### src/rtl/cpu_defs.sv
// cpu_defs: shared definitions for the memory controller slice.
//   state_t    - controller states (IDLE, RD_IF, RD_DM, WR_DM)
//   SZ_B/H/W   - data-access size codes (11 behaves as word)
//   size_to_n  - number of byte transfers for a size code
package cpu_defs;

  typedef enum logic [1:0] {
    IDLE  = 2'd0,
    RD_IF = 2'd1,
    RD_DM = 2'd2,
    WR_DM = 2'd3
  } state_t;

  localparam logic [1:0] SZ_B = 2'b00;
  localparam logic [1:0] SZ_H = 2'b01;
  localparam logic [1:0] SZ_W = 2'b10;

  function automatic logic [2:0] size_to_n(input logic [1:0] size);
    case (size)
      SZ_B:    return 3'd1;
      SZ_H:    return 3'd2;
      default: return 3'd4;  // SZ_W and the reserved code 11
    endcase
  endfunction

endpackage

### src/rtl/byte_assembler.sv
// byte_assembler: collects read bytes from the byte-serial bus into a word.
// Ports:
//   clk, rst   - clock, asynchronous active-high reset
//   rdy        - global ready; low freezes all registers
//   clr        - restart assembly (counter and word cleared)
//   cap_en     - mem_din carries a valid read byte this cycle
//   n          - bytes expected for this access (1, 2 or 4)
//   din        - byte from memory
//   last       - this capture completes the access
//   word_next  - assembled word including the byte captured this cycle;
//                lanes >= n stay zero, giving zero-extension for free
module byte_assembler (
  input  logic        clk,
  input  logic        rst,
  input  logic        rdy,
  input  logic        clr,
  input  logic        cap_en,
  input  logic [2:0]  n,
  input  logic [7:0]  din,
  output logic        last,
  output logic [31:0] word_next
);

  logic [1:0]  cnt_reg;
  logic [31:0] data_reg;

  // Byte i of the access lands in lane i (little-endian).
  for (genvar gi = 0; gi < 4; gi++) begin : g_lane
    assign word_next[8*gi +: 8] = (cnt_reg == 2'(gi)) ? din : data_reg[8*gi +: 8];
  end

  assign last = cap_en && ({1'b0, cnt_reg} == (n - 3'd1));

  always_ff @(posedge clk or posedge rst) begin
    if (rst) begin
      cnt_reg  <= '0;
      data_reg <= '0;
    end else if (rdy) begin
      if (clr) begin
        cnt_reg  <= '0;
        data_reg <= '0;
      end else if (cap_en) begin
        cnt_reg  <= cnt_reg + 2'd1;
        data_reg <= word_next;
      end
    end
  end

endmodule

### src/rtl/mem_ctrl.sv
// mem_ctrl: byte-serial memory controller serving instruction fetch (32-bit
// reads) and data access (byte/half/word loads and stores) on an 8-bit bus.
// Optional macro MEM_CTRL_PERF_EN adds perf_if_cycles / perf_dm_stall.
// Ports:
//   clk, rst                 - clock, asynchronous active-high reset
//   rdy                      - global ready; low freezes every register
//   if_req/if_addr/if_flush  - fetch request, address, abort
//   if_done/if_data          - fetch completion pulse and word
//   dm_req/dm_we/dm_size/dm_addr/dm_wdata - data access request
//   dm_done/dm_rdata         - data completion pulse and zero-extended load
//   mem_din/mem_dout/mem_a/mem_wr - byte bus (outputs registered)
module mem_ctrl
  import cpu_defs::*;
#(
  parameter int ADDR_W  = 32,
  parameter bit DM_PRIO = 1'b1
) (
  input  logic              clk,
  input  logic              rst,
  input  logic              rdy,
  input  logic              if_req,
  input  logic [ADDR_W-1:0] if_addr,
  input  logic              if_flush,
  output logic              if_done,
  output logic [31:0]       if_data,
  input  logic              dm_req,
  input  logic              dm_we,
  input  logic [1:0]        dm_size,
  input  logic [ADDR_W-1:0] dm_addr,
  input  logic [31:0]       dm_wdata,
  output logic              dm_done,
  output logic [31:0]       dm_rdata,
  input  logic [7:0]        mem_din,
  output logic [7:0]        mem_dout,
  output logic [ADDR_W-1:0] mem_a,
  output logic              mem_wr
`ifdef MEM_CTRL_PERF_EN
  ,
  output logic [31:0]       perf_if_cycles,
  output logic [31:0]       perf_dm_stall
`endif
);

  state_t            state_reg, state_next;
  logic [ADDR_W-1:0] addr_reg, addr_next;
  logic [2:0]        n_reg, n_next;
  logic [31:0]       wdata_reg, wdata_next;
  logic [2:0]        cnt_reg, cnt_next;      // bytes issued so far
  logic              issue_reg, issue_next;  // mem_a holds a fresh read address
  logic              cap_reg, cap_next;      // mem_din holds a valid read byte
  logic [ADDR_W-1:0] mem_a_reg, mem_a_next;
  logic [7:0]        mem_dout_reg, mem_dout_next;
  logic              mem_wr_reg, mem_wr_next;
  logic              if_done_reg, if_done_next;
  logic              dm_done_reg, dm_done_next;
  logic [31:0]       if_data_reg, if_data_next;
  logic [31:0]       dm_rdata_reg, dm_rdata_next;

  logic        asm_last;
  logic [31:0] asm_word;
  logic        done_cycle, if_go, dm_go, pick_dm;

  byte_assembler u_asm (
    .clk       (clk),
    .rst       (rst),
    .rdy       (rdy),
    .clr       (state_reg == IDLE),
    .cap_en    (cap_reg),
    .n         (n_reg),
    .din       (mem_din),
    .last      (asm_last),
    .word_next (asm_word)
  );

  // Requests are still held high during the done cycle; they are only
  // sampled from the following cycle on.
  assign done_cycle = if_done_reg | dm_done_reg;
  assign if_go      = if_req && !if_flush && !done_cycle;
  assign dm_go      = dm_req && !done_cycle;
  assign pick_dm    = dm_go && (DM_PRIO || !if_go);

  always_comb begin
    state_next    = state_reg;
    addr_next     = addr_reg;
    n_next        = n_reg;
    wdata_next    = wdata_reg;
    cnt_next      = cnt_reg;
    issue_next    = 1'b0;
    cap_next      = issue_reg;  // byte returns one cycle after its address
    mem_a_next    = mem_a_reg;
    mem_dout_next = mem_dout_reg;
    mem_wr_next   = 1'b0;
    if_done_next  = 1'b0;
    dm_done_next  = 1'b0;
    if_data_next  = if_data_reg;
    dm_rdata_next = dm_rdata_reg;

    case (state_reg)
      IDLE: begin
        if (pick_dm) begin
          addr_next  = dm_addr;
          n_next     = size_to_n(dm_size);
          wdata_next = dm_wdata;
          mem_a_next = dm_addr;
          cnt_next   = 3'd1;
          if (dm_we) begin
            state_next    = WR_DM;
            mem_wr_next   = 1'b1;
            mem_dout_next = dm_wdata[7:0];
          end else begin
            state_next = RD_DM;
            issue_next = 1'b1;
          end
        end else if (if_go) begin
          addr_next  = if_addr;
          n_next     = 3'd4;
          mem_a_next = if_addr;
          cnt_next   = 3'd1;
          issue_next = 1'b1;
          state_next = RD_IF;
        end
      end

      RD_IF, RD_DM: begin
        if (state_reg == RD_IF && if_flush) begin
          // Drop the fetch: nothing more issued, in-flight byte ignored.
          state_next = IDLE;
          cap_next   = 1'b0;
        end else begin
          if (cnt_reg < n_reg) begin
            mem_a_next = addr_reg + ADDR_W'(cnt_reg);
            cnt_next   = cnt_reg + 3'd1;
            issue_next = 1'b1;
          end
          if (asm_last) begin
            state_next = IDLE;
            if (state_reg == RD_IF) begin
              if_done_next = 1'b1;
              if_data_next = asm_word;
            end else begin
              dm_done_next  = 1'b1;
              dm_rdata_next = asm_word;
            end
          end
        end
      end

      WR_DM: begin
        if (cnt_reg < n_reg) begin
          mem_a_next    = addr_reg + ADDR_W'(cnt_reg);
          mem_dout_next = wdata_reg[8*cnt_reg[1:0] +: 8];
          mem_wr_next   = 1'b1;
          cnt_next      = cnt_reg + 3'd1;
        end else begin
          dm_done_next = 1'b1;
          state_next   = IDLE;
        end
      end

      default: state_next = IDLE;
    endcase
  end

  always_ff @(posedge clk or posedge rst) begin
    if (rst) begin
      state_reg    <= IDLE;
      addr_reg     <= '0;
      n_reg        <= '0;
      wdata_reg    <= '0;
      cnt_reg      <= '0;
      issue_reg    <= 1'b0;
      cap_reg      <= 1'b0;
      mem_a_reg    <= '0;
      mem_dout_reg <= '0;
      mem_wr_reg   <= 1'b0;
      if_done_reg  <= 1'b0;
      dm_done_reg  <= 1'b0;
      if_data_reg  <= '0;
      dm_rdata_reg <= '0;
    end else if (rdy) begin
      state_reg    <= state_next;
      addr_reg     <= addr_next;
      n_reg        <= n_next;
      wdata_reg    <= wdata_next;
      cnt_reg      <= cnt_next;
      issue_reg    <= issue_next;
      cap_reg      <= cap_next;
      mem_a_reg    <= mem_a_next;
      mem_dout_reg <= mem_dout_next;
      mem_wr_reg   <= mem_wr_next;
      if_done_reg  <= if_done_next;
      dm_done_reg  <= dm_done_next;
      if_data_reg  <= if_data_next;
      dm_rdata_reg <= dm_rdata_next;
    end
  end

  assign mem_a    = mem_a_reg;
  assign mem_dout = mem_dout_reg;
  assign mem_wr   = mem_wr_reg;
  assign if_done  = if_done_reg;
  assign dm_done  = dm_done_reg;
  assign if_data  = if_data_reg;
  assign dm_rdata = dm_rdata_reg;

`ifdef MEM_CTRL_PERF_EN
  logic [31:0] perf_if_reg;
  logic [31:0] perf_stall_reg;

  always_ff @(posedge clk or posedge rst) begin
    if (rst) begin
      perf_if_reg    <= '0;
      perf_stall_reg <= '0;
    end else if (rdy) begin
      if (state_reg == RD_IF)
        perf_if_reg <= perf_if_reg + 32'd1;
      // A data request waiting for service (not its own done cycle).
      if (dm_req && state_reg != RD_DM && state_reg != WR_DM && !dm_done_reg)
        perf_stall_reg <= perf_stall_reg + 32'd1;
    end
  end

  assign perf_if_cycles = perf_if_reg;
  assign perf_dm_stall  = perf_stall_reg;
`else
  // Counters and their ports are absent in this build.
`endif

endmodule
### config.mk
export PLATFORM = sky130hd
export DESIGN_NAME = mem_ctrl
export DESIGN_NICKNAME = d
export VERILOG_FILES = /design/src/rtl/cpu_defs.sv /design/src/rtl/byte_assembler.sv /design/src/rtl/mem_ctrl.sv
export SDC_FILE = /design/constraint.sdc
export NUM_CORES = 1
export LEC_CHECK = 0
export BUFFER_PORTS_ARGS = -buffer_cell sky130_fd_sc_hd__buf_2
export CAP_MARGIN = 25
export CORE_MARGIN = 4
export CORE_UTILIZATION = 40
export CTS_CLUSTER_SIZE = 40
export DETAILED_ROUTE_END_ITERATION = 10
export PLACE_DENSITY = 0.65
export SYNTH_ARGS = -nofsm -noshare
export SYNTH_HDL_FRONTEND = slang
export SYNTH_HIERARCHICAL = 1
export SYNTH_SLANG_ARGS = --single-unit
export TNS_END_PERCENT = 10
### constraint.sdc
create_clock -name clk -period 7.2 [get_ports clk]
set_input_delay 0.36 -clock clk [delete_from_list [all_inputs] [get_ports clk]]
set_output_delay 0.36 -clock clk [all_outputs]
set_load 0.005 [all_outputs]
==> results.toml <==
[run_status]
status = "finished, final reports clean"

[timing]
worst_slew_pin_slew_ns = 1.03
grt_setup_unrepaired = "false"
setup_viol_count_final = 0
slew_viol_final = 0
worst_rel_slew_slack_pct = 31.5
max_freq_mhz = 313
tns_ns = 0
finalClockSkew_ns = 0.0239
hold_viol_final = 0
fin_crit_sh_pct = 44.3
period_needed_ns = 3.19
worst_hold_slack_ns = 0.0785

[logic_synthesis]
leading_area_contributor_after_synthesis = "sky130_fd_sc_hd__dfrtp_1"
post_synthesis_cell_area_um2 = 10400
syn-num-nets = 970
ys_seq_area_share_pct = 51.6
netlist-cell-type-count = 67
asyncSetResetFlopFracSynth_pct = 100
count_of_synthesis_stage_warnings_from_yosys = 6
synth.most_common_cell = "sky130_fd_sc_hd__dfrtp_1"
netlist_top_cells_count = "sky130_fd_sc_hd__dfrtp_1 (215), sky130_fd_sc_hd__mux2_2 (102), sky130_fd_sc_hd__nand2_1 (83)"
synthDominantCellAreaShare_pct = 51.6
ys_ff_latch = 215
netlist_top_cells_area = "sky130_fd_sc_hd__dfrtp_1 (52%), sky130_fd_sc_hd__mux2_2 (11%), sky130_fd_sc_hd__mux2_4 (4.6%)"
synth_flop_cell = "sky130_fd_sc_hd__dfrtp_1"
syn_avg_cell_area_um2 = 12.4
synth_edf_count = 0
postSynthCellCount = 839

[worst_setup_path]
critical_path.endpoint_type = "register"
timing.reg2reg.setup_slack_ns = 4.01
r2r-start = "state_reg[1]$_DFFE_PP0P_"
worst-r2r-cell-count = 6
regToRegEndpoint = "cnt_reg[2]$_DFFE_PP0P_"
worstSetupStartpointType = "register"
crit_path_max_fanout = 56
data_arrival_critical_path_ns = 3.65
critical_path_required_ns = 7.66
crit_type = "register to register"

[cts]
numCtsBuffers = 24
clockRootBuffer = "sky130_fd_sc_hd__clkbuf_16"
postCtsResizedCells = 0
clock-sinks = 215
cts.clk_slew.worst_paths_ns = 0.06
htreeDepth = 1
clock_latency_ns = 0.52
cts_buffer_depth = 3
tritoncts = "yes"

[floorplanning]
start_util_pct = 41.1
design.die.area_um2 = 28700
rows = 58
io_pins = 220
die-width_um = 170
chipHeight_um = 170
core_area_um2 = 25400

[grt]
track_usage_pct = 17.1
grt_max_degree = 80
antenna_violations_before_repair = 6
global_route_wire_length_before_repair_um = 40200
grt_pass1_vias = 7212
gr-total-overflow = 0

[placement]
placed_cells = 1340
numPortBuffers = 219
hpwl_um = 17400
gp_congestion = 0.844
detailed_place.area_um2 = 11700

[final_layout]
final_net_count = 1169
stdcell_count = 1387
drive_gt1_share_pct = 40.5
fill_cells = 2300
stdcell_area_um2 = 12600
syn_to_final_growth_pct = 20.7
seq_area_um2 = 5380
combined_area_of_the_multi_input_logic_cells_um2 = 4710
final_util_pct = 49.6

[worst_hold_path]
worst_hold_path.endpoint = "n_reg[0]$_DFFE_PP0P_"
hold-path-cell-count = 2
hold_path_class = "input port to register"
min-delay-start = "dm_size[1]"

[flow_run]
max-cap-violations = 0

[detailed_routing]
route.vias.total = 7374
routed_wl_um = 25400
via_per_inst = 5.32
drt.antenna.violating_nets = 0
drt_drc_violations_left = 0
dr.first_iter.drc_count = 430
first_pass_iters = 4
detail_route.wl_per_cell_um = 18.3

[power]
ir_worst_vdd_uv = 201
total_leakage_power_nw = 6.20
powerDensity_nw_per_um2 = 391
per-layer routing:
| metal | global-route usage [%] | wire length, µm |
|---|---|---|
| met2 | 27.1 | 11700 |
| met4 | 3.68 | 429 |
| met3 | 3.56 | 1660 |
| met5 | 0 | 28 |
| met1 | 24.4 | 11600 |
critical path, stage by stage (launching register included):
cell	delay (ns)
sky130_fd_sc_hd__dfrtp_1	0.41
sky130_fd_sc_hd__inv_1	0.15
sky130_fd_sc_hd__ha_1	0.64
sky130_fd_sc_hd__inv_1	0.53
sky130_fd_sc_hd__a221o_2	0.87
sky130_fd_sc_hd__nor4b_1	0.39
sky130_fd_sc_hd__a211o_1	0.14
report_power, final:
part | total (mW) | switching (mW) | internal [mW] | leakage, nW
Clock | 1.29 | 0.483 | 0.810 | 0.415
Sequential | 1.92 | 0.320 | 1.60 | 2.79
Combinational | 1.70 | 0.886 | 0.819 | 2.99
worst max path at each step:
stage | start | endpoint | slack (ns) | depth (start not counted)
6_report | state_reg[1]$_DFFE_PP0P_ | cnt_reg[2]$_DFFE_PP0P_ | 4.01 | 6
5_1_grt | state_reg[1]$_DFFE_PP0P_ | cnt_reg[2]$_DFFE_PP0P_ | 3.72 | 6
4_1_cts | state_reg[1]$_DFFE_PP0P_ | cnt_reg[2]$_DFFE_PP0P_ | 4.00 | 6
3_5_place_dp | state_reg[1]$_DFFE_PP0P_ | cnt_reg[2]$_DFFE_PP0P_ | 4.01 | 6
3_3_place_gp | state_reg[1]$_DFFE_PP0P_ | cnt_reg[2]$_DFFE_PP0P_ | 4.16 | 6
2_1_floorplan | rst | addr_reg[0]$_DFFE_PP0P_ | 1.92 | 1
stage by stage:
stage	total power, mW	setup WS [ns]
2_1_floorplan	3.15	1.92
3_3_place_gp	3.60	4.16
3_5_place_dp	3.66	4.01
4_1_cts	4.98	4.00
5_1_grt	5.26	3.72
6_report	4.92	4.01
cells by family (layout without fill, tap and decap cells):
logic type | count (synthesis) | count (layout) | synth area share, %
AOI/OAI and AO/OA | 162 | 162 | 11.4
other | 0 | 3 | 0
buffers and inverters | 71 | 286 | 3.49
xor gates and xnor gates | 29 | 29 | 2.43
DFF | 215 | 215 | 51.6
and+or+nand+nor | 162 | 162 | 7.66
adders and majority gates | 18 | 18 | 2.23
muxes | 182 | 182 | 21.2
timing repair:
action,in CTS,in global routing
endpoints found under the hold margin,24,0
hold buffers,1,0
buffers inserted,0,0
placed cells by master, fill, tap and decap left out, drive strengths merged, types with 3 or more instances in the layout:
master / n
a211oi: 3
a21oi: 24
a2bb2oi: 8
a32o: 33
and3: 6
and4: 5
buf: 227
bufinv: 3
clkbuf: 37
dfrtp: 215
diode: 3
ha: 17
inv: 16
mux2: 135
mux2i: 39
mux4: 8
nand2: 83
nand2b: 3
nand3: 11
nand4: 12
nor2: 24
nor2b: 3
nor3: 4
nor3b: 4
o21ai: 59
o221ai: 10
o31ai: 3
xnor2: 5
xor2: 24
cell type report:
type                            count  share of cell area, %
Antenna cell                        3                 0.0596
Multi-Input combinational cell    553                   37.4
Sequential cell                   215                   42.7
Tap cell                          330                   3.28
Timing Repair Buffer              228                   9.36
Clock buffer                       37                   5.88
Inverter                           16                  0.517
Clock inverter                      5                  0.795
Note: power is estimated with default switching activity, not from simulation.
